### src/rtl/p3_exec_sequencer_pkg.sv
// p3_pkg: sequencer state, shift/ALU encodings and default widths for the execute sequencer.
package p3_pkg;
  localparam int P3_DATA_W = 16;
  localparam int P3_REG_AW = 3;
  typedef enum logic [2:0] {IDLE, RD_A, RD_B, EXEC, WB} state_t;
  localparam logic [1:0] SH_NONE = 2'b00;
  localparam logic [1:0] SH_SHL  = 2'b01;
  localparam logic [1:0] SH_LSR  = 2'b10;
  localparam logic [1:0] SH_ASR  = 2'b11;
  localparam logic [1:0] ALU_ADD = 2'b00;
  localparam logic [1:0] ALU_SUB = 2'b01;
  localparam logic [1:0] ALU_AND = 2'b10;
  localparam logic [1:0] ALU_NOT = 2'b11;
endpackage

### src/rtl/p3_exec_sequencer_shift_alu.sv
// p3_shift_alu: shifts B, applies the ALU op and forms {V,N,Z}; N and V exist only with P3_STATUS_FLAGS_EN.
module p3_shift_alu
  import p3_pkg::*;
#(
  parameter int DATA_W = P3_DATA_W
) (
  input  logic [DATA_W-1:0] a,
  input  logic [DATA_W-1:0] b,
  input  logic [1:0]        shift,
  input  logic [1:0]        aluop,
  output logic [DATA_W-1:0] c,
  output logic [2:0]        status
);
  logic [DATA_W-1:0] bs;
  always_comb begin
    bs = shift == SH_SHL ? {b[DATA_W-2:0], 1'b0} :
         shift == SH_LSR ? {1'b0, b[DATA_W-1:1]} :
         shift == SH_ASR ? {b[DATA_W-1], b[DATA_W-1:1]} : b;
    c = aluop == ALU_ADD ? a + bs :
        aluop == ALU_SUB ? a - bs :
        aluop == ALU_AND ? a & bs : ~bs;
  end
`ifdef P3_STATUS_FLAGS_EN
  logic v;
  always_comb
    v = aluop == ALU_ADD ? (a[DATA_W-1] == bs[DATA_W-1]) && (c[DATA_W-1] != a[DATA_W-1]) :
        aluop == ALU_SUB ? (a[DATA_W-1] != bs[DATA_W-1]) && (c[DATA_W-1] != a[DATA_W-1]) : 1'b0;
  assign status = {v, c[DATA_W-1], c == '0};
`else
  assign status = {2'b00, c == '0};
`endif
endmodule

### src/rtl/p3_exec_sequencer.sv
// p3_exec_sequencer: five-state read-A/read-B/execute/writeback sequencer around an external register file.
module p3_exec_sequencer
  import p3_pkg::*;
#(
  parameter int DATA_W = P3_DATA_W,
  parameter int REG_AW = P3_REG_AW
) (
  input  logic              clk,
  input  logic              rst_n,
  input  logic              cmd_valid,
  output logic              cmd_ready,
  input  logic [REG_AW-1:0] cmd_rn_a,
  input  logic [REG_AW-1:0] cmd_rn_b,
  input  logic [REG_AW-1:0] cmd_rd,
  input  logic [1:0]        cmd_shift,
  input  logic [1:0]        cmd_aluop,
  output logic [REG_AW-1:0] rf_readnum,
  input  logic [DATA_W-1:0] rf_data_out,
  output logic [REG_AW-1:0] rf_writenum,
  output logic              rf_write,
  output logic [DATA_W-1:0] rf_data_in,
  output logic [2:0]        status,
  output logic              done
);
  state_t state_q, state_d;
  logic [REG_AW-1:0] rn_b_q, rn_b_d, rd_q, rd_d, readnum_q, readnum_d;
  logic [1:0] shift_q, shift_d, op_q, op_d;
  logic [DATA_W-1:0] a_q, a_d, b_q, b_d, c_q, c_d, alu_c;
  logic [2:0] status_q, status_d, alu_status;
  logic wr_q, wr_d, ready_q, ready_d;
  p3_shift_alu #(.DATA_W(DATA_W)) u_alu (
    .a(a_q), .b(b_q), .shift(shift_q), .aluop(op_q), .c(alu_c), .status(alu_status)
  );
  always_comb begin
    state_d = state_q;
    rn_b_d = rn_b_q;
    rd_d = rd_q;
    readnum_d = readnum_q;
    shift_d = shift_q;
    op_d = op_q;
    a_d = a_q;
    b_d = b_q;
    c_d = c_q;
    status_d = status_q;
    case (state_q)
      IDLE: if (cmd_valid) begin
        state_d = RD_A;
        readnum_d = cmd_rn_a;
        rn_b_d = cmd_rn_b;
        rd_d = cmd_rd;
        shift_d = cmd_shift;
        op_d = cmd_aluop;
      end
      RD_A: begin
        state_d = RD_B;
        a_d = rf_data_out;
        readnum_d = rn_b_q;
      end
      RD_B: begin
        state_d = EXEC;
        b_d = rf_data_out;
      end
      EXEC: begin
        state_d = WB;
        c_d = alu_c;
        status_d = alu_status;
      end
      default: state_d = IDLE;
    endcase
    wr_d = state_q == EXEC;
    ready_d = state_d == IDLE;
  end
  always_ff @(posedge clk or negedge rst_n)
    if (!rst_n) begin
      state_q <= IDLE;
      rn_b_q <= '0;
      rd_q <= '0;
      readnum_q <= '0;
      shift_q <= '0;
      op_q <= '0;
      a_q <= '0;
      b_q <= '0;
      c_q <= '0;
      status_q <= '0;
      wr_q <= 1'b0;
      ready_q <= 1'b1;
    end else begin
      state_q <= state_d;
      rn_b_q <= rn_b_d;
      rd_q <= rd_d;
      readnum_q <= readnum_d;
      shift_q <= shift_d;
      op_q <= op_d;
      a_q <= a_d;
      b_q <= b_d;
      c_q <= c_d;
      status_q <= status_d;
      wr_q <= wr_d;
      ready_q <= ready_d;
    end
  assign cmd_ready = ready_q;
  assign rf_readnum = readnum_q;
  assign rf_writenum = rd_q;
  assign rf_write = wr_q;
  assign rf_data_in = c_q;
  assign status = status_q;
  assign done = wr_q;
endmodule

### config.mk
export PLATFORM = sky130hd
export DESIGN_NAME = p3_exec_sequencer
export DESIGN_NICKNAME = d
export VERILOG_FILES = /design/src/rtl/p3_exec_sequencer_pkg.sv /design/src/rtl/p3_exec_sequencer_shift_alu.sv /design/src/rtl/p3_exec_sequencer.sv
export SDC_FILE = /design/constraint.sdc
export NUM_CORES = 1
export LEC_CHECK = 0
export ABC_AREA = 1
export CORE_MARGIN = 2
export CORE_UTILIZATION = 49
export DETAILED_ROUTE_END_ITERATION = 7
export PLACE_DENSITY = 0.71
export REMOVE_ABC_BUFFERS = 1
export SLEW_MARGIN = 20
export SYNTH_ARGS = -nofsm -noshare
export SYNTH_HDL_FRONTEND = slang
export SYNTH_SLANG_ARGS = --single-unit
### constraint.sdc
create_clock -name clk -period 3.8 [get_ports clk]
set_input_delay 0.38 -clock clk [delete_from_list [all_inputs] [get_ports clk]]
set_output_delay 0.38 -clock clk [all_outputs]
set_load 0.03 [all_outputs]
# Yosys cells after proc, flatten, opt, wreduce, memory -nomap -nowiden
# Index checks and enable logic that the tools add are counted.
# W data, S select, Z words.
dict set report totals {
  elab_cells 42
  output_inout_bits 28
  reg_bits 67
}
dict set report classes {
  eq_ne 9
  add_sub_neg 2
  muxes 10
  n_reduce_logical 7
  bitwise_logic 2
}
# cell count
set ops {}
lappend ops {{$mux W16} 5}
lappend ops {{$add A16 B16 Y16} 1}
lappend ops {{$and A16 B16 Y16} 1}
lappend ops {{$logic_not A16 Y1} 1}
lappend ops {{$not A16 Y16} 1}
lappend ops {{$sub A16 B16 Y16} 1}
lappend ops {{$mux W15} 1}
lappend ops {{$pmux W3 S4} 1}
lappend ops {{$eq A2 B2 Y1 const B} 3}
lappend ops {{$eq A3 B2 Y1 const B} 2}
lappend ops {{$logic_not A3 Y1} 2}
lappend ops {{$mux W3} 2}
lappend ops {{$pmux W3 S2} 1}
lappend ops {{$eq A2 B1 Y1 const B} 2}
lappend ops {{$reduce_and A2 Y1} 2}
lappend ops {{$eq A3 B1 Y1 const B} 1}
lappend ops {{$logic_not A2 Y1} 1}
lappend ops {{$ne A2 B2 Y1 const B} 1}
lappend ops {{$reduce_bool A2 Y1} 1}

# Depth between registers and ports, before layout
dict set report logic_depth {
  ltp_word 9
  ltp_mapped 24
  depth_no_buf 23
}

# Modules after synthesis
# From an unflattened synthesis, not the netlist that was laid out.
dict set report hier_totals {
  hier_cells 842
  area_unflattened_um2 5502.8
}
# mod area_per_inst_um2 cells_per_inst instances seq_area_each_um2
set modules_own_cells {}
lappend modules_own_cells {p3_shift_alu 2850.2 558 1 0.0}
lappend modules_own_cells {p3_exec_sequencer 2652.5 284 1 1727.9}

# Worst setup path before layout
# OpenSTA, ideal clock, no wires.
dict set report synth_timing {
  path_type {register to register}
  start {register shift_q[1]}
  end {register status_q[0] (netlist: status[0])}
  setup_time_ns 0.066
  arrival_time_ns 2.420
  stages_incl_launch_ff 23
  slack_ns 1.314
  path_buffers 1
  required_time_ns 3.734
  cell_sequence {dfrtp_1 > buf_2 > a22oi_1 > inv_1 > ha_1 > fa_1 > inv_1 > nand2_1 > nand2_2 > nand3_1 > nand2_1 > nand2_1 > nand2_1 > nand2_1 > nand2_1 > nand2_1 > nand3_1 > nand2_1 > nand2_1 > nand2_1 > nor2_1 > nand2_1 > nand2_1}
}
dict set report synth_via {
  elab_chain_len 9
  elab_cells_between_ends 14
}
# element line
set synth_lines {}
lappend synth_lines {{start: declaration} p3_exec_sequencer.sv:27} ;# logic [1:0] shift_q, shift_d, op_q, op_d;
lappend synth_lines {{start signal: assignment} p3_exec_sequencer.sv:92} ;# shift_q <= shift_d;
lappend synth_lines {{$eq A2 B2 Y1} p3_exec_sequencer_shift_alu.sv:18} ;# shift == SH_ASR ? {b[DATA_W-1], b[DATA_W-1:1]} : b;
lappend synth_lines {{$mux W15} p3_exec_sequencer_shift_alu.sv:18}
lappend synth_lines {{$mux W16} p3_exec_sequencer_shift_alu.sv:17} ;# shift == SH_LSR ? {1'b0, b[DATA_W-1:1]} :
lappend synth_lines {{$mux W16 *} p3_exec_sequencer_shift_alu.sv:16} ;# bs = shift == SH_SHL ? {b[DATA_W-2:0], 1'b0} :
lappend synth_lines {{parallel branches: the longest is 3 deep, another holds $sub A16 B16 Y16} n/a}
lappend synth_lines {{$mux W16 *} p3_exec_sequencer_shift_alu.sv:19} ;# c = aluop == ALU_ADD ? a + bs :
lappend synth_lines {{$logic_not A16 Y1 *} p3_exec_sequencer_shift_alu.sv:30} ;# assign status = {2'b00, c == '0};
lappend synth_lines {{end signal: assignment} p3_exec_sequencer.sv:97} ;# status_q <= status_d;
lappend synth_lines {{end: declaration} p3_exec_sequencer.sv:29} ;# logic [2:0] status_q, status_d, alu_status;
# Mark *: on every way between the ends.
# A chain may end at the register's enable or synchronous reset.

# Final worst setup path
# Same ends and word-level chain as after synthesis.

==> metrics.txt <==
global-route wire length before repair ~23000 um; min cycle time layout around 3.3 ns; run status finished with violations; FF+latch count, synth between 60 and 70; Setup-failing EPs final 0; most common cell type on the critical path sky130_fd_sc_hd__nand2_1; number of antenna diodes 0; part of the Yosys area used for sequential elements between 30% and 40%; Boundary Pins 60; Max Buffers Root-to-Sink 2; Achievable Freq 303 MHz; CP Data Required Time a little over 4 ns; timing endpoint of the critical path status[0]; Setup crit end kind register; clock-pin slew reported for the worst setup and hold paths after clock tree synthesis around 0.09 ns; Post-synth EDFFs 0; placer congestion estimate about 0.9; gr usage total around a quarter; routed via count between 5000 and 6000; Wirelength per Cell roughly 14 um; maximum number of pins on one net before global-route repair 47; final hold viol count 6; transition time at the pin with the least slew margin 0.932 ns; Clock Sinks 67; number of instances in the synthesized netlist ~770; non-filler instance count after layout between 900 and 1000; type of the worst setup path register to register; CTS tree yes; worst-skew pair later-pin latency around 0.36 ns; Worst Path Max Fanout 14; antenna violations before repair 0; reg-to-reg setup timing slack ~0.50 ns; violation count after the first detailed-routing iteration around 300; launching element type of the critical path register; cell family with most CP delay simple AND/OR/NAND/NOR gates; Final Hold Slack -0.00995 ns; arrival time of the worst setup path approximately 3.6 ns; net total in the final layout 875; filler cell count just over 1000; vias in the first global route 4586; violations in the final reports negative hold slack; final total negative setup slack 0 ns; Antenna Violating Nets Remaining 0; Total Die Area between 0.01 and 0.015 mm^2; Via density approximately 5.3; buffer and inverter count on the worst path 3; RSZ-0062 raised after global routing false; Worst Hold Class primary input to async pin; standard-cell rows 37; start point of the critical path shift_q[1]; starting utilization of the core area roughly 50%; Critical R2R Launch shift_q[1]; count of synthesis-stage warnings from yosys 0; first-pass iteration count of the detailed router 5; setup repair bufs after CTS 0; CTS buffer count 9; CP max stage cell sky130_fd_sc_hd__dfrtp_1; fraction of synthesis flops using an asynchronous set or reset pin 100%; MaxCap Viol Count 0; Mapped Avg Cell Area about 6.6 um^2; post-CTS sizing 0; post-synthesis instance area 0.00508 mm^2; aggregate global routing overflow 0; top_reg_cell synth sky130_fd_sc_hd__dfrtp_1; height of the chip about 110 um; number of DRC violations after detailed routing 0; placed insts between 900 and 1000; Core Region between 0.01 and 0.015 mm^2; capture point of the worst reg-to-reg path status[0]; path length in cells of the critical path 20; worst reg2reg path depth 20; hold bufs inserted after CTS 0; PortBufs between 50 and 60; Max-Slew Margin vs Limit between 30% and 40%; number of max-slew violations in the final report 0; H-tree levels 3; post-detailed-placement half-perimeter wirelength roughly 11000 um; largest stage delay on the critical path approximately 0.57 ns; distinct cell type count of the synthesized netlist 41; part of the cycle the worst path needs 86.9%; width of the chip between 100 and 150 um; Root Buffer sky130_fd_sc_hd__clkbuf_8; clk_skew around 0.017 ns; P&R area growth vs syn 16.3%; final WL between 10000 and 15000 um; proportion of layout cells with a drive suffix above 1 5.52%; cells traversed along the worst timing path nor2_2 > nand2_1 > o211ai_1 > inv_1 > ha_1 > inv_1 > nand2_1 > inv_1 > a21oi_1 > nand2_1 > nand2_1 > nand2_1 > nand2_1 > nand3_1 > nand2_1 > nand2_1 > nand3_1 > nor2_1 > nand2_1 > nand2_1
==> cell usage in the layout (no fill, tap or decap), drive strengths merged <==
cell type	count
nor2	50
nor4	1
a21oi	32
clkinv	4
ha	31
o211ai	8
nand2	247
a22oi	4
a31oi	8
xor2	5
o31ai	1
o21ai	69
fa	2
clkbuf	10
nand4	5
o221ai	2
or2	3
bufinv	2
buf	3
clkdlybuf4s50	56
nor3	7
o21bai	5
dfstp	1
o21a	1
conb	2
dfrtp	66
nand3	74
a21o	2
inv	113
and2	1
==> stage by stage <==
| stage | hold slack (ns) | cell area [um^2] | util (%) | worst slack (ns) |
|---|---|---|---|---|
| after detailed placement | 0.396 | 5690 | 55.9 | 0.542 |
| after floorplan | 0.0844 | 4940 | - | 1.15 |
| after global routing | 0.0291 | 5910 | 58.1 | 0.167 |
| after CTS | 0.00205 | 5910 | 58.1 | 0.524 |
| final | -0.00995 | 5910 | 58.1 | 0.499 |
| after global placement | 0.386 | 5690 | 55.9 | 0.587 |
==> cells by family after synthesis <==
| family | count (synthesis) | share of synthesized area (%) |
|---|---|---|
| AND/OR/NAND/NOR | 388 | 31.7 |
| buffers and inverters | 141 | 11.3 |
| AO/OA/AOI/OAI | 132 | 14.7 |
| flip-flops | 67 | 33.0 |
| adder cells (fa/ha/maj) | 33 | 8.42 |
| XOR/XNOR | 5 | 0.861 |
| other | 1 | 0.0737 |
==> worst min path at each step <==
stage	end	cells after the start
final	b_q[14]	1
after global routing	b_q[14]	1
after CTS	b_q[14]	1
after detailed placement	a_q[15]	1
after global placement	b_q[15]	1
after floorplan	a_q[0]	0
==> cells in the mapped netlist (4+ instances only) <==
cell type                  number  area [um^2]
sky130_fd_sc_hd__a21oi_1       31          155
sky130_fd_sc_hd__a22oi_1        4         30.0
sky130_fd_sc_hd__a31oi_1        8         50.1
sky130_fd_sc_hd__buf_2         11         55.1
sky130_fd_sc_hd__buf_4          4         30.0
sky130_fd_sc_hd__clkbuf_1       9         33.8
sky130_fd_sc_hd__dfrtp_1       66         1650
sky130_fd_sc_hd__ha_1          31          388
sky130_fd_sc_hd__inv_1        102          383
sky130_fd_sc_hd__inv_2         10         37.5
sky130_fd_sc_hd__nand2_1      242          908
sky130_fd_sc_hd__nand2_2        5         31.3
sky130_fd_sc_hd__nand3_1       73          365
sky130_fd_sc_hd__nand4_1        5         31.3
sky130_fd_sc_hd__nor2_1        46          173
sky130_fd_sc_hd__nor2_2         4         25.0
sky130_fd_sc_hd__nor3_1         7         35.0
sky130_fd_sc_hd__o211ai_1       7         52.6
sky130_fd_sc_hd__o21ai_0       62          310
sky130_fd_sc_hd__o21ai_1        5         25.0
sky130_fd_sc_hd__o21bai_1       5         37.5
sky130_fd_sc_hd__xor2_1         5         43.8
==> state kept, by name, indices dropped and copies added (netlist names) <==
register / flops
rf_data_in: 16
a_q: 16
shift_q: 2
done: 1
op_q: 2
b_q: 16
rn_b_q: 3
status: 1
rf_writenum: 3
cmd_ready: 1
state_q: 3
rf_readnum: 3
==> routing by layer <==
| layer | vias to the layer above | routed length (um) | global-route usage (%) |
|---|---|---|---|
| li1 | 2527 | - | - |
| met1 | 2317 | 6620 | 37.1 |
| met2 | 152 | 6050 | 40.2 |
| met3 | 12 | 797 | 3.22 |
| met4 | 0 | 161 | 7.89 |
| met5 | - | 0 | 0 |
==> area by class of cell <==
cell class | count | area (um^2) | share of cell area [%]
Multi-Input combinational cell | 560 | 2840 | 48.0
Sequential cell | 67 | 1680 | 28.4
Timing Repair Buffer | 59 | 581 | 9.82
Inverter | 113 | 424 | 7.17
Tap cell | 136 | 170 | 2.88
Clock buffer | 10 | 138 | 2.33
Clock inverter | 6 | 87.6 | 1.48
Power is not shown: default switching activity piles up to over one toggle a cycle in this logic, so the estimate is an artifact.
